--- src/rtl/lane_deskew_ctrl_pkg.sv ---
// Shared types and constants for the lane deskew controller.
// Holds the lane count, the sync byte, the default per-lane tap (DSKEW),
// the per-lane bus typedefs, the controller state enum and the eye-center helper.
package lane_deskew_ctrl_pkg;

  localparam int unsigned NUM_LANE = 4;
  localparam int unsigned TAP_W    = 5;
  localparam int unsigned RUN_W    = 6;
  localparam int unsigned LANE_W   = (NUM_LANE > 1) ? $clog2(NUM_LANE) : 1;

  localparam logic [7:0] SYNC_BYTE = 8'hB8;

  typedef logic [NUM_LANE-1:0]            lane_vld_t;
  typedef logic [NUM_LANE-1:0][7:0]       lane_data_t;
  typedef logic [NUM_LANE-1:0][TAP_W-1:0] lane_dly_t;

  typedef logic [TAP_W-1:0]  tap_t;
  typedef logic [RUN_W-1:0]  run_t;
  typedef logic [LANE_W-1:0] lane_idx_t;

  localparam tap_t      MAX_TAP = 5'd31;
  localparam lane_dly_t DSKEW   = {NUM_LANE{5'd3}};

  typedef enum logic [2:0] {
    StIdle,
    StLoad,
    StSettle,
    StObserve,
    StEval,
    StNext,
    StFinish
  } deskew_state_e;

  // Center of a run of good taps: start + (len-1)/2. len is 1..32 and the run
  // lies inside 0..31, so the half-width fits 4 bits and the sum cannot overflow.
  function automatic tap_t center_tap(input tap_t start, input run_t len);
    tap_t half;
    half = tap_t'((len - run_t'(1)) >> 1);
    return start + half;
  endfunction

endpackage

--- src/rtl/sync_hit_cnt.sv ---
// Saturating sync-byte hit counter for one observation window.
// Ports:
//   clk, rst  - byte clock, asynchronous active-high reset
//   clr       - clears the count (held while the tap settles)
//   hit       - one qualified sync byte this cycle
//   good      - count has reached MIN_HITS
module sync_hit_cnt #(
  parameter int unsigned MIN_HITS = 2
) (
  input  logic clk,
  input  logic rst,
  input  logic clr,
  input  logic hit,
  output logic good
);

  localparam int unsigned CntW = (MIN_HITS > 0) ? $clog2(MIN_HITS + 1) : 1;

  logic [CntW-1:0] cnt_q;

  always_ff @(posedge clk or posedge rst) begin
    if (rst) begin
      cnt_q <= '0;
    end else if (clr) begin
      cnt_q <= '0;
    end else if (hit && (cnt_q < CntW'(MIN_HITS))) begin
      cnt_q <= cnt_q + 1'b1;
    end
  end

  assign good = (cnt_q >= CntW'(MIN_HITS));

endmodule

--- src/rtl/lane_deskew_ctrl.sv ---
// Lane deskew calibration controller.
// With DESKEW_SWEEP_EN defined, each lane in turn sweeps IDELAY taps 0..31,
// counts sync bytes per tap and loads the center of the first longest run of
// good taps (or DSKEW, flagging fail, if none). With DESKEW_SWEEP_EN undefined,
// start simply loads DSKEW on every lane, one lane per cycle.
// Ports:
//   clk, rst    - byte clock, asynchronous active-high reset
//   start       - one-cycle calibration request (ignored while running)
//   byte_vld    - per-lane byte strobe from the deserializers
//   byte_data   - per-lane deserialized byte
//   dly_tap     - per-lane IDELAY tap value
//   dly_ld      - per-lane one-cycle tap load strobe (at most one bit high)
//   busy        - calibration in progress
//   done        - sticky completion flag
//   fail        - sticky per-lane "no good tap" flag
module lane_deskew_ctrl
  import lane_deskew_ctrl_pkg::*;
#(
  parameter int unsigned SETTLE_CYC = 16,
  parameter int unsigned OBS_CYC    = 1024,
  parameter int unsigned MIN_HITS   = 2
) (
  input  logic       clk,
  input  logic       rst,
  input  logic       start,
  input  lane_vld_t  byte_vld,
  input  lane_data_t byte_data,
  output lane_dly_t  dly_tap,
  output lane_vld_t  dly_ld,
  output logic       busy,
  output logic       done,
  output lane_vld_t  fail
);

  deskew_state_e state_q;
  lane_idx_t     lane_q;
  lane_vld_t     lane_bit;

  assign lane_bit = lane_vld_t'(1) << lane_q;

`ifdef DESKEW_SWEEP_EN

  localparam int unsigned CycMax = (SETTLE_CYC > OBS_CYC) ? SETTLE_CYC : OBS_CYC;
  localparam int unsigned CntW   = $clog2(CycMax + 1);

  tap_t            tap_q;
  tap_t            run_start_q;
  tap_t            best_start_q;
  run_t            run_len_q;
  run_t            best_len_q;
  logic [CntW-1:0] cyc_q;

  logic hit;
  logic hit_clr;
  logic tap_good;
  run_t run_len_inc;
  tap_t run_start_nx;

  // Only the lane being calibrated can score hits.
  assign hit     = (state_q == StObserve) && byte_vld[lane_q] && (byte_data[lane_q] == SYNC_BYTE);
  assign hit_clr = (state_q == StSettle);

  sync_hit_cnt #(
    .MIN_HITS(MIN_HITS)
  ) u_sync_hit_cnt (
    .clk (clk),
    .rst (rst),
    .clr (hit_clr),
    .hit (hit),
    .good(tap_good)
  );

  assign run_len_inc  = run_len_q + run_t'(1);
  assign run_start_nx = (run_len_q == '0) ? tap_q : run_start_q;

  always_ff @(posedge clk or posedge rst) begin
    if (rst) begin
      state_q      <= StIdle;
      dly_tap      <= DSKEW;
      dly_ld       <= '0;
      busy         <= 1'b0;
      done         <= 1'b0;
      fail         <= '0;
      lane_q       <= '0;
      tap_q        <= '0;
      run_start_q  <= '0;
      best_start_q <= '0;
      run_len_q    <= '0;
      best_len_q   <= '0;
      cyc_q        <= '0;
    end else begin
      dly_ld <= '0;
      case (state_q)
        StIdle: begin
          if (start) begin
            done         <= 1'b0;
            fail         <= '0;
            busy         <= 1'b1;
            lane_q       <= '0;
            tap_q        <= '0;
            run_start_q  <= '0;
            best_start_q <= '0;
            run_len_q    <= '0;
            best_len_q   <= '0;
            state_q      <= StLoad;
          end
        end
        StLoad: begin
          dly_tap[lane_q] <= tap_q;
          dly_ld          <= lane_bit;
          cyc_q           <= '0;
          state_q         <= StSettle;
        end
        StSettle: begin
          if (cyc_q == CntW'(SETTLE_CYC - 1)) begin
            cyc_q   <= '0;
            state_q <= StObserve;
          end else begin
            cyc_q <= cyc_q + 1'b1;
          end
        end
        StObserve: begin
          if (cyc_q == CntW'(OBS_CYC - 1)) begin
            cyc_q   <= '0;
            state_q <= StEval;
          end else begin
            cyc_q <= cyc_q + 1'b1;
          end
        end
        StEval: begin
          if (tap_good) begin
            run_start_q <= run_start_nx;
            run_len_q   <= run_len_inc;
            // Strictly greater: an equal-length later run never displaces the first.
            if (run_len_inc > best_len_q) begin
              best_start_q <= run_start_nx;
              best_len_q   <= run_len_inc;
            end
          end else begin
            run_len_q <= '0;
          end
          if (tap_q != MAX_TAP) begin
            tap_q   <= tap_q + 1'b1;
            state_q <= StLoad;
          end else begin
            state_q <= StNext;
          end
        end
        StNext: begin
          dly_ld <= lane_bit;
          if (best_len_q != '0) begin
            dly_tap[lane_q] <= center_tap(best_start_q, best_len_q);
          end else begin
            dly_tap[lane_q] <= DSKEW[lane_q];
            fail[lane_q]    <= 1'b1;
          end
          run_start_q  <= '0;
          best_start_q <= '0;
          run_len_q    <= '0;
          best_len_q   <= '0;
          if (lane_q != lane_idx_t'(NUM_LANE - 1)) begin
            lane_q  <= lane_q + 1'b1;
            tap_q   <= '0;
            state_q <= StLoad;
          end else begin
            // Registered outputs: update here so busy is already low in FINISH.
            busy    <= 1'b0;
            done    <= 1'b1;
            state_q <= StFinish;
          end
        end
        StFinish: begin
          lane_q  <= '0;
          tap_q   <= '0;
          state_q <= StIdle;
        end
        default: state_q <= StIdle;
      endcase
    end
  end

`else

  // Bypass build: byte inputs and sweep timing are not used.
  logic unused_bytes;
  assign unused_bytes = ^{byte_vld, byte_data};
  localparam int unsigned unused_cfg = SETTLE_CYC + OBS_CYC + MIN_HITS;

  always_ff @(posedge clk or posedge rst) begin
    if (rst) begin
      state_q <= StIdle;
      dly_tap <= DSKEW;
      dly_ld  <= '0;
      busy    <= 1'b0;
      done    <= 1'b0;
      fail    <= '0;
      lane_q  <= '0;
    end else begin
      dly_ld <= '0;
      case (state_q)
        StIdle: begin
          if (start) begin
            // Lane 0 loads on the accepting edge so done lands NUM_LANE+1 cycles later.
            done       <= 1'b0;
            fail       <= '0;
            busy       <= 1'b1;
            dly_tap[0] <= DSKEW[0];
            dly_ld     <= lane_vld_t'(1);
            if (NUM_LANE > 1) begin
              lane_q  <= lane_idx_t'(1);
              state_q <= StLoad;
            end else begin
              state_q <= StFinish;
            end
          end
        end
        StLoad: begin
          dly_tap[lane_q] <= DSKEW[lane_q];
          dly_ld          <= lane_bit;
          if (lane_q == lane_idx_t'(NUM_LANE - 1)) begin
            state_q <= StFinish;
          end else begin
            lane_q <= lane_q + 1'b1;
          end
        end
        StFinish: begin
          busy    <= 1'b0;
          done    <= 1'b1;
          lane_q  <= '0;
          state_q <= StIdle;
        end
        default: state_q <= StIdle;
      endcase
    end
  end

`endif

endmodule

--- config.mk ---
export PLATFORM = sky130hd
export DESIGN_NAME = lane_deskew_ctrl
export DESIGN_NICKNAME = d
export VERILOG_FILES = /design/src/rtl/lane_deskew_ctrl_pkg.sv /design/src/rtl/sync_hit_cnt.sv /design/src/rtl/lane_deskew_ctrl.sv
export SDC_FILE = /design/constraint.sdc
export NUM_CORES = 1
export LEC_CHECK = 0
export ABC_AREA = 0
export BUFFER_PORTS_ARGS = -buffer_cell sky130_fd_sc_hd__buf_2
export CORE_ASPECT_RATIO = 0.75
export CORE_MARGIN = 2
export CORE_UTILIZATION = 39
export CTS_CLUSTER_DIAMETER = 50
export DETAILED_ROUTE_END_ITERATION = 6
export HOLD_SLACK_MARGIN = 0.08
export PLACE_DENSITY = 0.77
export SYNTH_ARGS = -nofsm -noshare
export SYNTH_HDL_FRONTEND = slang
export SYNTH_HIERARCHICAL = 1
export SYNTH_SLANG_ARGS = --single-unit
--- constraint.sdc ---
create_clock -name clk -period 1.4 [get_ports clk]
set_clock_uncertainty 0.1 [all_clocks]
set_input_delay 0.35 -clock clk [delete_from_list [all_inputs] [get_ports clk]]
set_output_delay 0.35 -clock clk [all_outputs]
set_load 0.02 [all_outputs]
==> results.md, run 1 <==
* Layout Area Growth over Synthesis at 54.6%
* Run status: finished, violations left
* Count of warnings emitted by yosys at 6
* Hold Violations, Final at 0
* Class of the worst hold path: in2reg
* DRC viols at 0
* Via count of the routed design at roughly 910
* Count of cell types in the netlist at 24
* Sinks on Clock Net at 30
* Violations in the final reports: setup timing
* Cell type with the largest total area after synthesis: sky130_fd_sc_hd__dfrtp_1
* Starting DRT DRC Count at 15
* Data required time at the worst endpoint at approximately 1.5 ns
* Complex-gate fraction of the synthesized area at approximately 4.8%
* Final worst path period share at 113%
* Met1 track demand over resource at 18.5%
* Startpoint kind of the worst setup timing path: flip-flop
* Adder-Cell Fraction of Synth Area at 10.8%
* Met2 GRT Util at about a quarter
* Vertical extent of the die at approximately 53 um
* Power per cell area at ~2000 nW/um^2
* # setup viols final at 10
* Count of placed standard cells in the final layout, fillers left out at roughly 200
* Die area at between 3000 and 4000 sq um
* Rows at 17
* Largest family of logic cells by synthesized area: simple AND/OR/NAND/NOR gates
* Clock latency on the worst-skew pair at between 0.2 and 0.3 ns
* Average footprint of a synthesized cell at ~12 sq um
* Root buf cell: sky130_fd_sc_hd__clkbuf_8
* Number of max-slew violations in the final report at 0
* Worst path buffer plus inverter count at 1
* Cell internal power dissipation at between 2 and 3 mW
* TritonCTS clock tree: built
* Proportion of layout cells with a drive suffix above 1 at between 60 and 70%
* Simple-gate share of the synthesized area at 18.0%
* Final Critical Period at 1.58 ns
* Proportion of power drawn by flip-flops and latches at 30.0%
* Share of total power in the clock network at roughly 16%
* Routed wire per std cell at approximately 14 um
* DRT antenna net count at 0
* First-pass GRT wire length at between 4000 and 5000 um
* Data arrival, critical path at approximately 1.7 ns
* Met3 capacity usage during global routing at between 7 and 8%
* Area share of xor/xnor cells in the synthesized design at 0%
* Psw at between 1 and 1.5 mW
* Num ports at 69
* Routability congestion estimate at between 0.7 and 0.8
* Number of cells in the design after placement at 188
* Antenna diode count at 0
* Aggregate global-route resource usage at approximately 16%
* IO Port Bufs at 28
* Clock H-tree levels at 2
* Crit-path max FO at 5
* Final Net Count at roughly 210
* Mapped Cells at approximately 110
* Fraction of synthesized area in multiplexers at approximately 1.7%
* Detail-routed via count per cell at roughly 4.5
* Critical-path cell with the highest stage delay: sky130_fd_sc_hd__dfrtp_1
* Number of max-cap violations at 0
* Total detailed-routing wirelength at between 2000 and 3000 um
* Part of the Yosys area used for sequential elements at around three fifths
* Longest individual stage delay on the worst path at 0.41 ns
* Maximum VDD drop at 1.09 mV
* Top cell family by delay on the critical path: simple AND/OR/NAND/NOR gates
* Worst Slack Setup Final at -0.175 ns
* Initial core utilization at 42.2%
* Pin count of the biggest net entering global routing at 31
* RSZ-0062 raised after global routing: true
* Combinational cell fraction of total power at about 54%
* Register bit total from synthesis at 30
* Hold WS at 0.363 ns
* Crit path kind: reg2reg
* Leakage power at 0.979 nW
* Sw frac at between 30% and 40%
* Number of optimization iterations in the first detailed-route pass at 4
* Width of the chip at 70.0 um
* Final instance area at a little under 2000 sq um
* Grt total ovfl at 0
* CTS Buf Count at 5
* Area share of the largest cell type after synthesis at between 40 and 50%
* Post-DP Area at 1610 sq um
* Via count of the first global-routing pass at roughly 900
* Initial antenna violation count at 0
* Cell-by-cell trace of the critical path: inv_4 > ha_4 > and2_4 > or3_4 > o31ai_4
* Hpwl dp at ~1900 um
* Top post-synthesis cells by area: sky130_fd_sc_hd__dfrtp_1 43%, sky130_fd_sc_hd__dfstp_2 17%, sky130_fd_sc_hd__ha_1 11%, sky130_fd_sc_hd__and2_1 4.4%, sky130_fd_sc_hd__nor2b_1 3.9%
* Fmax at ~630 MHz
* CP endpoint kind: flip-flop
* Clock Tree Buf Depth at 2
* Summed instance area of the synthesized netlist at about 1300 sq um
* Core footprint at a little over 3000 sq um
* Clock-pin slew on the worst setup and hold paths at around 0.06 ns
* GR peak layer: met2
layout make-up:
cell class                 instances  area (sq um)
inverter                           8          40.0
fill                             228          1050
clock inverter                     2          10.0
multi-input combinational         67           649
clock buffer                       6          72.6
sequential                        30           762
tap                               38          47.5
timing repair buffer              52           388
through the flow:
stage	utilization, %	setup TNS, ns	total power [mW]	worst slack, ns
finish	65.2	-0.993	4.02	-0.175
detailed placement	53.4	-0.836	2.64	-0.178
floorplan	-	-0.128	2.04	-0.0694
CTS	59.2	-0.750	3.51	-0.150
global route	65.2	-1.90	4.29	-0.222
global placement	53.4	-0.469	2.55	-0.0983
cell families after synthesis:
| group | Yosys count |
|---|---|
| buffers and inverters | 12 |
| other | 1 |
| DFF | 30 |
| adders and majority gates | 11 |
| muxes | 2 |
| AOI/OAI and AO/OA | 10 |
| and+or+nand+nor | 40 |
power groups by stage:
stage          logic, mW  registers [mW]  clock network [mW]
2_1_floorplan      0.729            1.31                   0
3_3_place_gp        1.38            1.17                   0
3_5_place_dp        1.45            1.19                   0
4_1_cts             1.65            1.18               0.678
5_1_grt             2.34            1.23               0.723
6_report            2.16            1.20               0.658
state kept, by name, summed over array words and instances, names as in the netlist:
register,count
done,1
dly_tap,20
lane_q,2
state_q,2
dly_ld,4
busy,1
cells in the mapped netlist:
| master | n |
|---|---|
| sky130_fd_sc_hd__nand2_1 | 5 |
| sky130_fd_sc_hd__mux2i_1 | 1 |
| sky130_fd_sc_hd__o21ai_0 | 2 |
| sky130_fd_sc_hd__or3_4 | 1 |
| sky130_fd_sc_hd__o21a_1 | 1 |
| sky130_fd_sc_hd__nor3_1 | 2 |
| sky130_fd_sc_hd__dfrtp_1 | 22 |
| sky130_fd_sc_hd__nand3_1 | 1 |
| sky130_fd_sc_hd__inv_1 | 8 |
| sky130_fd_sc_hd__dfstp_2 | 8 |
| sky130_fd_sc_hd__nor2_1 | 5 |
| sky130_fd_sc_hd__and2_4 | 1 |
| sky130_fd_sc_hd__ha_1 | 11 |
| sky130_fd_sc_hd__o31ai_1 | 1 |
| sky130_fd_sc_hd__conb_1 | 1 |
| sky130_fd_sc_hd__nand2b_1 | 6 |
| sky130_fd_sc_hd__buf_4 | 4 |
| sky130_fd_sc_hd__a21oi_1 | 4 |
| sky130_fd_sc_hd__and2_1 | 9 |
| sky130_fd_sc_hd__or2_2 | 2 |
| sky130_fd_sc_hd__mux2_2 | 1 |
| sky130_fd_sc_hd__nor2b_1 | 8 |
| sky130_fd_sc_hd__o41ai_1 | 1 |
| sky130_fd_sc_hd__a22oi_1 | 1 |
cells in the final DEF (no fill, tap or decap), drive strengths merged, types with 5 or more instances in the layout:
cell type  count
and2          10
ha            11
nand2          5
nor2           5
nand2b         6
dfrtp         22
dfstp          8
clkbuf         6
buf           51
inv            8
nor2b          8
path summary, 6_finish.rpt:
check / slack, ns / depth (start not counted) / start / end
max in group asynchronous: 0.30 / 4 / rst / dly_tap[0]
min in group asynchronous: 0.59 / 4 / rst / dly_ld[1]
hold / removal: 0.36 / 3 / start / dly_ld[0]
hold reg to reg: 0.38 / 1 / dly_tap[19] / dly_tap[19]
setup / recovery: -0.18 / 5 / state_q[1] / lane_q[0]
setup reg to reg: -0.18 / 5 / state_q[1] / lane_q[0]
per-layer routing:
layer  vias up  wire length, um
met3         2              179
met5         -                0
met4         0                4
met2        27             1370
met1       437             1220
li1        445                -
timing repair:
action	in CTS	in global routing
setup endpoints to repair	20	28
gates cloned	0	0
hold buffers	1	0
resized for setup	20	32
pin swaps	1	5
hold endpoints to repair	22	0
buffers inserted	1	5
worst register-to-register path: cells and delay by family (launching register included):
kind	cells	cell delay [ns]
flip-flops	1	0.41
adder cells (fa/ha/maj)	1	0.18
AND/OR/NAND/NOR	2	0.54
buffers and inverters	1	0.09
AO/OA/AOI/OAI	1	0.18
Note: power is estimated with default switching activity, not from simulation.
==> inputs of run 2 (changes only) <==
--- a/config.mk
+++ b/config.mk
@@ -7,7 +7,7 @@
 export LEC_CHECK = 0
 export ABC_AREA = 0
 export BUFFER_PORTS_ARGS = -buffer_cell sky130_fd_sc_hd__buf_2
-export CORE_ASPECT_RATIO = 0.75
+export CORE_ASPECT_RATIO = 0.8
 export CORE_MARGIN = 2
 export CORE_UTILIZATION = 39
 export CTS_CLUSTER_DIAMETER = 50
==> run 2 against run 1 <==
The run still ends with setup timing left; register-to-register slack better by 0.07 ns; worst setup slack gained 0.068 ns; clock-buffer cell count is 1 lower; final area shrank 6.7%; highest routed layer unchanged; fmax increased by 4.5%.
==> results.md, run 2 (same netlist as run 1, synthesis figures left out) <==
* Count of placed standard cells in the final layout, fillers left out at slightly below 200
* Starting DRT DRC Count at 53
* Routed wire per std cell at 11.9 um
* Width of the chip at 67.9 um
* Num ports at 69
* Detail-routed via count per cell at roughly 4.4
* Crit path kind: reg2reg
* Minimum setup slack after placement at -0.156 ns
* Startpoint kind of the worst setup timing path: flip-flop
* Root buf cell: sky130_fd_sc_hd__clkbuf_8
* Initial antenna violation count at 0
* Longest individual stage delay on the worst path at 0.39 ns
* CTS Buf Count at 5
* CP endpoint kind: flip-flop
* Max reg flops at 20
* Proportion of power drawn by flip-flops and latches at 32.0%
* IO Port Bufs at 28
* Violations in the final reports: setup timing
* Proportion of layout cells with a drive suffix above 1 at 54.1%
* Die area at roughly 3700 sq um
* Pin count of the biggest net entering global routing at 31
* Number of max-slew violations in the final report at 0
* Final design utilization at 59.1%
* Clock-pin slew on the worst setup and hold paths at roughly 0.070 ns
* Power per cell area at between 1500 and 2000 nW/um^2
* Vertical extent of the die at 55.1 um
* Antenna diode count at 0
* Data arrival, critical path at between 1.5 and 2 ns
* Worst Slack Setup Final at -0.107 ns
* Data required time at the worst endpoint at around 1.5 ns
* Run status: finished, violations left
* Maximum VDD drop at ~1.5 mV
* Cell internal power dissipation at about 2.4 mW
* Cell-by-cell trace of the critical path: inv_2 > ha_4 > and2_4 > or3_4 > o31ai_2
* Most common library cell in the layout ignoring fill and taps: sky130_fd_sc_hd__dfrtp_1
* Initial core utilization at about two fifths
* Number of cells on the worst hold path at 3
* Number of optimization iterations in the first detailed-route pass at 3
* Top cell family by delay on the critical path: simple AND/OR/NAND/NOR gates
* Final worst path period share at 108%
* Rows at 18
* Core footprint at 3110 sq um
* Leakage power at around 0.94 nW
* Layout Area Growth over Synthesis at 44.2%
* Worst Hold Launch: start
* Hpwl dp at 1760 um
* Final Net Count at approximately 210
* Final instance area at 1840 sq um
* Share of total power in the clock network at between 20% and 30%
* Grt total ovfl at 0
* Psw at ~1.2 mW
* Sinks on Clock Net at 30
* Final Critical Period at about 1.5 ns
* Crit-path max FO at 4
* Total detailed-routing wirelength at about 2400 um
* Routability congestion estimate at 0.829
* # setup viols final at 7
* Reg2Reg Setup Slack at -0.11 ns
* Most flop-heavy register: dly_tap
* Fmax at around 660 MHz
* Via count of the routed design at just under 900
* Critical-path cell with the highest stage delay: sky130_fd_sc_hd__dfrtp_1
* Registers with the most flip-flops: dly_tap (20), dly_ld (4)
* TritonCTS clock tree: built
* Destination of the worst register-to-register timing path: lane_q[0]
* DRC viols at 0
* Class of the worst hold path: in2reg
* Combinational cell fraction of total power at 44.8%
* Hold Violations, Final at 0
* Worst path buffer plus inverter count at 1
* Most used cells in the layout excluding fill and tap cells: 21 x sky130_fd_sc_hd__dfrtp_1, 20 x sky130_fd_sc_hd__buf_2, 16 x sky130_fd_sc_hd__buf_4
* Worst flop-to-flop path startpoint: state_q[1]
* Number of cells in the design after placement at about 190
* DRT antenna net count at 0
* Aggregate global-route resource usage at about 14%
* RSZ-0062 raised after global routing: true
* Capture endpoint of the worst hold path: dly_ld[0]
* Post-DP Area at about 1600 sq um
* Clock latency on the worst-skew pair at between 0.2 and 0.3 ns
* Number of max-cap violations at 0
* First-pass GRT wire length at roughly 3600 um
* Clock H-tree levels at 2
* Sw frac at around 34%
* Worst R2R Path Depth at 5
* Via count of the first global-routing pass at 795
* Clock Tree Buf Depth at 2
-- run 2: cell types whose count changed in the layout (fill, tap and decap cells not counted), sizes merged --
| cell | previous run | this run |
|---|---|---|
| buf | 51 | 45 |
| bufinv | 0 | 1 |
| clkbuf | 6 | 5 |
-- run 2: worst max path at each step --
stage               cells after the start  startpoint          to
floorplan                               4  state_q[0]   lane_q[0]
global placement                        4  state_q[0]  dly_tap[4]
detailed placement                      5  state_q[0]   lane_q[0]
CTS                                     5  state_q[1]   lane_q[0]
global route                            5  state_q[0]   lane_q[0]
finish                                  5  state_q[1]   lane_q[0]
-- run 2: what timing repair did --
action / in CTS / in global routing
setup endpoints to repair: 18 / 28
gates cloned: 0 / 0
pin swaps: 1 / 0
endpoints found under the hold margin: 22 / 0
hold buffers: 1 / 0
resized for setup: 17 / 12
buffers inserted: 2 / 1
-- run 2: through the flow --
stage | hold slack [ns] | power, mW | TNS [ns]
floorplan | 0.335 | 2.04 | -0.128
global placement | 0.328 | 2.47 | -0.547
detailed placement | 0.335 | 2.53 | -0.785
CTS | 0.341 | 3.58 | -0.450
global route | 0.382 | 3.91 | -1.15
finish | 0.349 | 3.67 | -0.505
-- run 2: area by class of cell --
class	count	area [sq um]
fill	248	1270
inverter	8	30.0
timing repair buffer	46	332
clock inverter	3	40.0
multi-input combinational	67	554
sequential	30	762
tap	40	50.0
clock buffer	5	68.8
-- run 2: metal layers --
| metal | GRT usage [%] | wire [um] | up-vias |
|---|---|---|---|
| li1 | - | - | 428 |
| met1 | 16.7 | 1120 | 407 |
| met2 | 21.7 | 1070 | 27 |
| met3 | 5.47 | 142 | 5 |
| met4 | 7.00 | 51 | 0 |
| met5 | 0 | 0 | - |
-- run 2: worst reg2reg max path, stage by stage (launching register included) --
cell and delay, ns:
sky130_fd_sc_hd__dfrtp_1 0.39, sky130_fd_sc_hd__inv_2 0.09, sky130_fd_sc_hd__ha_4 0.16, sky130_fd_sc_hd__and2_4 0.13, sky130_fd_sc_hd__or3_4 0.38, sky130_fd_sc_hd__o31ai_2 0.17
-- run 2: power by group through the flow --
stage	Clock [mW]	Combinational (mW)	Sequential (mW)
floorplan	0	0.729	1.31
global placement	0	1.31	1.16
detailed placement	0	1.35	1.18
CTS	0.862	1.55	1.17
global route	0.898	1.82	1.19
finish	0.849	1.64	1.17
==> inputs of run 3 (changes only) <==
--- a/config.mk
+++ b/config.mk
@@ -9,11 +9,12 @@
 export BUFFER_PORTS_ARGS = -buffer_cell sky130_fd_sc_hd__buf_2
 export CORE_ASPECT_RATIO = 0.8
 export CORE_MARGIN = 2
-export CORE_UTILIZATION = 39
+export CORE_UTILIZATION = 47
 export CTS_CLUSTER_DIAMETER = 50
 export DETAILED_ROUTE_END_ITERATION = 6
+export GPL_TIMING_DRIVEN = 0
 export HOLD_SLACK_MARGIN = 0.08
-export PLACE_DENSITY = 0.77
+export PLACE_DENSITY = 0.84
 export SYNTH_ARGS = -nofsm -noshare
 export SYNTH_HDL_FRONTEND = slang
 export SYNTH_HIERARCHICAL = 1
==> constraint.sdc (replaced) <==
create_clock -name clk -period 1.9 [get_ports clk]
set_clock_uncertainty 0.1 [all_clocks]
set_input_delay 0.475 -clock clk [delete_from_list [all_inputs] [get_ports clk]]
set_output_delay 0.475 -clock clk [all_outputs]
set_load 0.02 [all_outputs]
==> run 3 against run 2 <==
Largest cell class unchanged; final area down 17%; global-route usage up 2.4 points; largest power group is now sequential cells; the flow now finishes without violations; hold slack worse by 0.042 ns; flip-flop and latch count unchanged.
==> results.md, run 3 (same netlist as run 1, synthesis figures left out) <==
* Run status: finished clean
* Width of the chip at 62.2 um
* Hpwl dp at ~1700 um
* Registers with the most flip-flops: dly_tap (20), dly_ld (4)
* Startpoint kind of the worst setup timing path: flip-flop
* Count of placed standard cells in the final layout, fillers left out at between 150 and 200
* Layout Area Growth over Synthesis at 20.1%
* Via count of the routed design at 839
* Data required time at the worst endpoint at between 2 and 2.5 ns
* Clock Tree Buf Depth at 2
* IO Port Bufs at 28
* Worst relative slew slack at between 20% and 30%
* Leakage power at between 0.8 and 0.9 nW
* Number of max-cap violations at 0
* DRC viols at 0
* Num ports at slightly below 70
* Hold Violations, Final at 0
* # setup viols final at 0
* Crit path kind: reg2reg
* Class of the worst hold path: in2async
* Final setup TNS at 0 ns
* Max reg flops at 20
* Vertical extent of the die at 50.6 um
* Post-DP Area at about 1500 sq um
* Total detailed-routing wirelength at around 2200 um
* Pin count of the biggest net entering global routing at 31
* Fmax at roughly 580 MHz
* Maximum VDD drop at ~0.79 mV
* Worst Max-Slew Pin Slew at approximately 1.1 ns
* Initial antenna violation count at 0
* TritonCTS clock tree: built
* Rows at 16
* Power per cell area at 1320 nW/um^2
* CP endpoint kind: flip-flop
* Top cell family by delay on the critical path: simple AND/OR/NAND/NOR gates
* Cell-by-cell trace of the critical path: inv_1 > ha_1 > nor2b_1 > or3_4 > o31ai_1
* Longest individual stage delay on the worst path at around 0.43 ns
* Grt total ovfl at 0
* Routed wire per std cell at 12.2 um
* Crit-path max FO at 5
* Final instance area at roughly 1500 sq um
* Number of max-slew violations in the final report at 0
* RSZ-0062 raised after global routing: false
* Most flop-heavy register: dly_tap
* Clock latency on the worst-skew pair at roughly 0.33 ns
* Count of hold buffers inserted by post-cts repair at 0
* Cells resized by post-CTS repair at 0
* First-pass GRT wire length at 3770 um
* Clock H-tree levels at 2
* Data arrival, critical path at about 1.9 ns
* Worst path buffer plus inverter count at 1
* Via count of the first global-routing pass at 854
* DRT antenna net count at 0
* Buffers inserted during post-CTS setup optimization at 0
* CTS Buf Count at 5
* Sinks on Clock Net at 30
* Core footprint at roughly 2500 sq um
* Number of optimization iterations in the first detailed-route pass at 4
* Most common library cell in the layout ignoring fill and taps: sky130_fd_sc_hd__buf_2
* Reg2Reg Setup Slack at approximately 0.17 ns
* Die area at ~3100 sq um
* Final Net Count at approximately 190
* Final worst path period share at 91.1%
* Antenna diode count at 0
* Most used cells in the layout excluding fill and tap cells: 28 x sky130_fd_sc_hd__buf_2, 22 x sky130_fd_sc_hd__dfrtp_1, 11 x sky130_fd_sc_hd__ha_1
* Final design utilization at about three fifths
* Critical-path cell with the highest stage delay: sky130_fd_sc_hd__dfrtp_1
* Detail-routed via count per cell at 4.64
* Routability congestion estimate at between 0.7 and 0.8
* Aggregate global-route resource usage at 16.2%
* Clock-pin slew on the worst setup and hold paths at about 0.090 ns
* Root buf cell: sky130_fd_sc_hd__clkbuf_4
* Final Critical Period at 1.73 ns
* Proportion of layout cells with a drive suffix above 1 at between 30% and 40%
* Number of cells in the design after placement at approximately 170
* Initial core utilization at around half
* Starting DRT DRC Count at 26
run 3: cell count changes in the layout (fill, tap and decap cells not counted), sizes merged:
cell	change
buf	-13
clkbuf	+2
bufinv	-1
clkinv	-1
dlygate4sd3	-1
run 3: worst paths after layout:
check,startpoint,to,cells after the start
worst max-delay path,state_q[0],lane_q[0],5
worst min-delay path,rst,lane_q[0],2
worst max register to register,state_q[0],lane_q[0],5
worst min register to register,dly_tap[8],dly_tap[8],1
max in group asynchronous,rst,dly_tap[3],2
min in group clk,start,dly_ld[0],3
run 3: through the flow:
step / setup slack, ns / hold WS, ns / power (mW)
3_5_place_dp: 0.191 / 0.366 / 1.65
5_1_grt: 0.0318 / 0.379 / 2.19
2_1_floorplan: 0.315 / 0.405 / 1.43
6_report: 0.169 / 0.306 / 2.02
4_1_cts: 0.166 / 0.353 / 2.04
3_3_place_gp: 0.228 / 0.363 / 1.59
run 3: per-layer routing:
| layer | routed length [um] | track usage [%] | up-vias | part of all wire [%] |
|---|---|---|---|---|
| li1 | - | - | 401 | - |
| met1 | 883 | 18.4 | 397 | 40 |
| met2 | 1110 | 27.9 | 34 | 50 |
| met3 | 164 | 5.61 | 7 | 7.4 |
| met4 | 48 | 7.78 | 0 | 2.2 |
| met5 | 0 | 0 | - | 0 |
run 3: layout make-up:
type	count	area [sq um]
fill	222	972
sequential	30	761
multi-input combinational	67	464
timing repair buffer	28	140
clock buffer	7	55.1
tap	36	45.0
buffer	4	30.0
inverter	8	30.0
clock inverter	1	5.00
run 3: report_power, final:
part	switching [mW]	internal (mW)	total, mW
sequential	0.0789	0.779	0.858
combinational	0.472	0.299	0.771
clock	0.208	0.179	0.387
total	0.759	1.26	2.02
